`src/rtl/uart_pkg.sv`:
```
// uart_pkg: shared FSM state types, frame constants and TX frame builder for the uart block.
// Exports: DATA_BITS, FRAME_BITS, tx_state_t, rx_state_t, tx_frame().
// Macro UART_PARITY_EN adds an even-parity bit between D7 and the stop bit.
package uart_pkg;
  localparam int DATA_BITS = 8;
`ifdef UART_PARITY_EN
  localparam int FRAME_BITS = DATA_BITS + 3;
`else
  localparam int FRAME_BITS = DATA_BITS + 2;
`endif
  typedef enum logic [2:0] {TX_IDLE, TX_START, TX_DATA, TX_PARITY, TX_STOP} tx_state_t;
  typedef enum logic [2:0] {RX_IDLE, RX_START, RX_DATA, RX_PARITY, RX_STOP, RX_BREAK} rx_state_t;
  // Whole frame as it leaves the pin, bit 0 first: start, data LSB first, [parity], stop.
  function automatic logic [FRAME_BITS-1:0] tx_frame(input logic [DATA_BITS-1:0] d);
`ifdef UART_PARITY_EN
    return {1'b1, ^d, d, 1'b0};
`else
    return {1'b1, d, 1'b0};
`endif
  endfunction
endpackage

```
`src/rtl/uart_rx.sv`:
```
// uart_rx: receive FSM with mid-bit sampling, LSB-first shift register and one-cycle valid strobe.
// Ports: clk, rst (sync active-high), rx_in (serial, idle 1), data (last good byte), valid (update pulse).
// Macro UART_PARITY_EN: expects an even-parity bit; a mismatch suppresses valid without entering BREAK.
module uart_rx import uart_pkg::*; #(
  parameter int CLKS_PER_BIT = 2
) (
  input  logic                 clk,
  input  logic                 rst,
  input  logic                 rx_in,
  output logic [DATA_BITS-1:0] data,
  output logic                 valid
);
  localparam int CW = $clog2(CLKS_PER_BIT);
  localparam logic [CW-1:0] LAST = CW'(CLKS_PER_BIT - 1);
  localparam logic [CW-1:0] HALF = CW'(CLKS_PER_BIT / 2 - 1);
  rx_state_t state;
  logic [CW-1:0] cnt;
  logic [2:0] idx;
  logic [DATA_BITS-1:0] sh;
`ifdef UART_PARITY_EN
  logic perr;
`endif
  always_ff @(posedge clk) begin
    if (rst) begin
      state <= RX_IDLE;
      cnt   <= '0;
      idx   <= '0;
      sh    <= '0;
      data  <= '0;
      valid <= 1'b0;
`ifdef UART_PARITY_EN
      perr  <= 1'b0;
`endif
    end else begin
      valid <= 1'b0;
      case (state)
        RX_IDLE: if (!rx_in) begin
          state <= RX_START;
          cnt   <= '0;
        end
        // A start bit that has gone high again by mid-bit is treated as a glitch.
        RX_START: if (cnt == HALF) begin
          cnt   <= '0;
          idx   <= '0;
          state <= rx_in ? RX_IDLE : RX_DATA;
        end else cnt <= cnt + 1'b1;
        RX_DATA: if (cnt == LAST) begin
          cnt <= '0;
          sh  <= {rx_in, sh[DATA_BITS-1:1]};
          idx <= idx + 1'b1;
`ifdef UART_PARITY_EN
          if (idx == 3'(DATA_BITS - 1)) state <= RX_PARITY;
`else
          if (idx == 3'(DATA_BITS - 1)) state <= RX_STOP;
`endif
        end else cnt <= cnt + 1'b1;
`ifdef UART_PARITY_EN
        RX_PARITY: if (cnt == LAST) begin
          cnt   <= '0;
          perr  <= rx_in ^ (^sh);
          state <= RX_STOP;
        end else cnt <= cnt + 1'b1;
`endif
        RX_STOP: if (cnt == LAST) begin
          cnt   <= '0;
          state <= rx_in ? RX_IDLE : RX_BREAK;
`ifdef UART_PARITY_EN
          if (rx_in && !perr) begin
`else
          if (rx_in) begin
`endif
            data  <= sh;
            valid <= 1'b1;
          end
        end else cnt <= cnt + 1'b1;
        RX_BREAK: if (rx_in) state <= RX_IDLE;
        default: state <= RX_IDLE;
      endcase
    end
  end
endmodule

```
`src/rtl/uart.sv`:
```
// uart: full-duplex 8N1 UART, inline transmitter plus uart_rx receiver on one clock.
// Ports: clk, tx_rx_enable (sync active-high reset), tx_rx_start (level TX request), tx_data,
//        tx_out (idle 1), rx_in (idle 1), rx_received_data, valid (one-cycle), busy (TX frame active).
// Macro UART_PARITY_EN: inserts/checks an even-parity bit, making frames 11 bits long.
module uart import uart_pkg::*; #(
  parameter int CLKS_PER_BIT = 2
) (
  input  logic                 clk,
  input  logic                 tx_rx_enable,
  input  logic                 tx_rx_start,
  input  logic [DATA_BITS-1:0] tx_data,
  output logic                 tx_out,
  input  logic                 rx_in,
  output logic [DATA_BITS-1:0] rx_received_data,
  output logic                 valid,
  output logic                 busy
);
  localparam int CW = $clog2(CLKS_PER_BIT);
  localparam logic [CW-1:0] LAST = CW'(CLKS_PER_BIT - 1);
  localparam logic [3:0] FINAL = 4'(FRAME_BITS - 1);
  tx_state_t state;
  logic [CW-1:0] cnt;
  logic [3:0] idx;
  logic [FRAME_BITS-1:0] sh;
  // The whole frame is latched at acceptance and shifted out; idx is the bit now on the pin.
  always_ff @(posedge clk) begin
    if (tx_rx_enable) begin
      state  <= TX_IDLE;
      tx_out <= 1'b1;
      busy   <= 1'b0;
      cnt    <= '0;
      idx    <= '0;
      sh     <= '1;
    end else if (state == TX_IDLE) begin
      if (tx_rx_start) begin
        sh     <= tx_frame(tx_data);
        tx_out <= 1'b0;
        busy   <= 1'b1;
        cnt    <= '0;
        idx    <= '0;
        state  <= TX_START;
      end
    end else if (cnt == LAST) begin
      cnt <= '0;
      if (idx == FINAL) begin
        state  <= TX_IDLE;
        tx_out <= 1'b1;
        busy   <= 1'b0;
      end else begin
        idx    <= idx + 1'b1;
        sh     <= sh >> 1;
        tx_out <= sh[1];
        state  <= (idx + 1'b1 <= 4'(DATA_BITS)) ? TX_DATA :
                  (idx + 1'b1 == FINAL) ? TX_STOP : TX_PARITY;
      end
    end else cnt <= cnt + 1'b1;
  end
  uart_rx #(.CLKS_PER_BIT(CLKS_PER_BIT)) u_rx (
    .clk   (clk),
    .rst   (tx_rx_enable),
    .rx_in (rx_in),
    .data  (rx_received_data),
    .valid (valid)
  );
endmodule

```
`config.mk`:
```
export PLATFORM = sky130hd
export DESIGN_NAME = uart
export DESIGN_NICKNAME = d
export VERILOG_FILES = /design/src/rtl/uart_pkg.sv /design/src/rtl/uart_rx.sv /design/src/rtl/uart.sv
export SDC_FILE = /design/constraint.sdc
export NUM_CORES = 1
export LEC_CHECK = 0
export ABC_CLOCK_PERIOD_IN_PS = 1900
export CORE_AREA = 2 2 64 66
export DETAILED_ROUTE_END_ITERATION = 8
export DIE_AREA = 0 0 66 68
export PLACE_DENSITY = 0.85
export SKIP_LAST_GASP = 1
export SLEW_MARGIN = 20
export SYNTH_ARGS = -nofsm -noshare
export SYNTH_HDL_FRONTEND = slang
export SYNTH_SLANG_ARGS = --single-unit
```
`constraint.sdc`:
```
create_clock -name clk -period 1.9 [get_ports clk]
set_input_delay 0.38 -clock clk [delete_from_list [all_inputs] [get_ports clk]]
set_output_delay 0.38 -clock clk [all_outputs]
set_load 0.02 [all_outputs]
```
==> impl_metrics.tcl <==
set metrics [dict create \
    run_status "complete, no violations" \
    timing.critical_path.to_type "register" \
    max-cap-violations 0 \
    r2r_end "idx[0]" \
    finish.cell_count_without_fillers 298 \
    timing.hold.worst.class "register to register" \
    rsz0062_at_grt "false" \
    post-route-drc-count 0 \
    multi_input_area_um2 1030 \
    post_route_cells_drive_above_1_share_pct 10.5 \
    intPower_mw 1.39 \
    post_detailed_placement_half_perimeter_wirelength_um 2560 \
    route.met2.wl_um 1810 \
    cts_hold_buffers_added 0 \
    die_height_um 68 \
    cp-endpoint "idx[0]" \
    setup.worst_path.class "register to register" \
    wire_per_inst_um 12.4 \
    wirelength_met1_um 1700 \
    syn2layout_area_growth_pct 19.7 \
    fmax_mhz 594 \
    r2r_cells 6 \
    cts_made_buffers 5 \
    gr-total-overflow 0 \
    power.leakage_nw 0.914 \
    floorplan.die.width_um 66 \
    post_cts_resized 0 \
    critical_path.startpoint "idx[0]" \
    track_usage_pct 18.0 \
    r2r-start "idx[0]" \
    switching_share_pct 25.1 \
    yosys_warnings 0 \
    grt_start_max_net_pins 33 \
    fp.dieArea_um2 4490 \
    largest_stage_delay_on_the_critical_path_ns 0.46 \
    placeable_core_region_um2 3860 \
    worstMarginPinSlew_ns 0.589 \
    drt_wl_total_um 3680 \
    clock_skew_ns 0.00788 \
    setup_viol 0 \
    placed_cells_incl_taps 290 \
    synthesis.nets 239 \
    synthArstFlopShare_pct 0 \
    met3_length_um 146 \
    timing.critical_path.from_type "register" \
    top_library_cells_by_usage_in_the_layout_fill_and_taps_aside "sky130_fd_sc_hd__dfxtp_1 (43), sky130_fd_sc_hd__nor2_1 (31), sky130_fd_sc_hd__a21oi_1 (26)" \
    vdd_ir_drop_max_uv 563 \
    ys_seq_elements 43 \
    cts_setup_buffers 0 \
    place_area_um2 2270 \
    cp.buffers_inverters 1 \
    antenna_diode_count 0 \
    gp_congestion 0.763 \
    post_drt_via_cell_ratio 5.32 \
    ctsHtreeMaxLevel 2 \
    critPathMaxFanout 14 \
    vias 1585 \
    clock_tree_from_tritoncts "yes" \
    setup_tns_ns 0 \
    ant_nets 0 \
    clock_network_power_share_pct 34.4 \
    finish.utilization_pct 61.6 \
    switching_power_uw 467 \
    topRoutingLayerUsed "met4" \
    synth_cell_type_count 41 \
    initial_utilization_pct 51.4 \
    flip_flop_and_latch_area_um2 861 \
    fillCellCount 343 \
    cts.path.max_buffers 2 \
    drtPass1Iterations 4 \
    numClockSinks 43 \
    post-route-min-period_ns 1.68 \
    post_synth_instance_area_um2 1980 \
    dominantRegCellSynth "sky130_fd_sc_hd__dfxtp_1" \
    timing.critical_path.arrival_ns 1.92 \
    clk_root_buffer_cell "sky130_fd_sc_hd__clkbuf_8" \
    synth_seq_area_share_pct 43.4 \
    synth-edff-count 0 \
    final_cell_area_um2 2370 \
    power_frac_comb_pct 13.1 \
    cp_cell_sequence "ha_1 > nand3b_1 > a21oi_4 > buf_4 > a21oi_1 > nor2_1" \
    period_share_pct 88.6 \
    place_worst_setup_slack_ns -0.0361 \
    worst_hold_path_cells 2 \
    finalNetCount 265 \
    hold_ws_ns 0.464 \
    path_length_in_cells_of_the_critical_path 6 \
    num_rows 23 \
    final.setup.worst_slack_ns 0.217 \
    cts.reportedPaths.clkPinSlew_ns 0.08 \
    layout_commonest_cell "sky130_fd_sc_hd__dfxtp_1" \
    power_density_nw_per_um2 783 \
    clock_latency_on_the_worst_skew_pair_ns 0.30 \
    r2r_slack_ns 0.22 \
    avg_cell_area_syn_um2 8.97 \
    slew_viol_final 0 \
    report.final.hold_viol_count 0 \
    drt_first_iter_violations 138 \
    antenna_found_initial 0 \
    design_power_total_mw 1.86 \
    io-pin-count 23 \
    place.port_buffers 22 \
    worst_path_dominant_cell_family "compound AO/OA/AOI/OAI gates" \
    max_slew_margin_pct 60.7 \
    cp.required_ns 2.14 \
    critical-path-slowest-cell "sky130_fd_sc_hd__dfxtp_1" \
    seq_power_share_pct 52.4 \
    wire_length_of_the_first_global_routing_pass_um 6270 \
    synthCells 221 \
    grt_pass1_vias 1475 \
]
[how the worst min path moves through the flow]
| stage | start | endpoint | slack [ns] |
|---|---|---|---|
| after floorplan | u_rx.sh[0] | u_rx.sh[0] | 0.44 |
| after global placement | u_rx.sh[0] | u_rx.sh[0] | 0.45 |
| after detailed placement | u_rx.sh[0] | u_rx.sh[0] | 0.45 |
| after CTS | u_rx.sh[0] | u_rx.sh[0] | 0.46 |
| after global routing | u_rx.sh[0] | u_rx.sh[0] | 0.47 |
| final | u_rx.sh[0] | u_rx.sh[0] | 0.46 |
[layer usage]
layer | track usage [%] | vias up
met5 | 0 | -
met3 | 3.45 | 3
li1 | - | 837
met1 | 20.6 | 725
met2 | 33.0 | 20
met4 | 7.91 | 0
[final cells by class]
cell class | count | area share, %
Clock inverter | 1 | 0.316
Inverter | 4 | 0.633
Tap cell | 50 | 2.64
Timing Repair Buffer | 33 | 12.5
Sequential cell | 43 | 36.3
Multi-Input combinational cell | 160 | 43.5
Clock buffer | 7 | 4.06
[cell usage after synthesis, types with 2 or more instances]
| cell | count | area share, % |
|---|---|---|
| sky130_fd_sc_hd__nor3_1 | 4 | 1.0 |
| sky130_fd_sc_hd__ha_1 | 6 | 3.8 |
| sky130_fd_sc_hd__nand3_1 | 5 | 1.3 |
| sky130_fd_sc_hd__a21oi_1 | 26 | 6.6 |
| sky130_fd_sc_hd__nor2_1 | 31 | 5.9 |
| sky130_fd_sc_hd__a31oi_1 | 2 | 0.63 |
| sky130_fd_sc_hd__o21ai_0 | 4 | 1.0 |
| sky130_fd_sc_hd__and2_1 | 9 | 2.8 |
| sky130_fd_sc_hd__a211o_1 | 2 | 0.88 |
| sky130_fd_sc_hd__nand2_1 | 23 | 4.4 |
| sky130_fd_sc_hd__o31ai_1 | 2 | 0.76 |
| sky130_fd_sc_hd__and3b_1 | 2 | 0.88 |
| sky130_fd_sc_hd__clkbuf_1 | 7 | 1.3 |
| sky130_fd_sc_hd__buf_2 | 5 | 1.3 |
| sky130_fd_sc_hd__xnor2_1 | 3 | 1.3 |
| sky130_fd_sc_hd__nor3b_1 | 2 | 0.76 |
| sky130_fd_sc_hd__nor2b_1 | 3 | 0.95 |
| sky130_fd_sc_hd__inv_1 | 4 | 0.76 |
| sky130_fd_sc_hd__a22oi_1 | 2 | 0.76 |
| sky130_fd_sc_hd__a2111oi_1 | 6 | 3.0 |
| sky130_fd_sc_hd__mux2i_1 | 9 | 4.5 |
| sky130_fd_sc_hd__nand3b_1 | 2 | 0.76 |
| sky130_fd_sc_hd__buf_6 | 2 | 1.1 |
| sky130_fd_sc_hd__dfxtp_1 | 43 | 43 |
[sequential cells by signal (all words and copies together), names as in the netlist]
signal	cells
sh	9
u_rx.data	8
u_rx.sh	8
idx	4
state	3
u_rx.idx	3
u_rx.state	3
busy	1
cnt	1
tx_out	1
u_rx.cnt	1
u_rx.valid	1
[logic make-up after synthesis]
family	share of synthesized area, %
buf+inv	4.48
simple gates	23.1
flops	43.4
fa+ha+maj	3.79
compound gates	19.4
mux	4.54
xor+xnor	1.33
[power groups by stage]
stage | sequential, mW | combinational, mW | clock (mW)
after global placement | 0.994 | 0.239 | 0
after global routing | 0.979 | 0.270 | 0.692
after floorplan | 0.988 | 0.171 | 0
after detailed placement | 0.996 | 0.244 | 0
final | 0.975 | 0.244 | 0.640
after CTS | 0.975 | 0.246 | 0.651
[worst min-delay path, stage by stage, from the launching register on]
cell and delay (ns):
sky130_fd_sc_hd__dfxtp_1 0.31, sky130_fd_sc_hd__nand2_1 0.05, sky130_fd_sc_hd__a21oi_1 0.06
(Power assumes the default switching activity.)
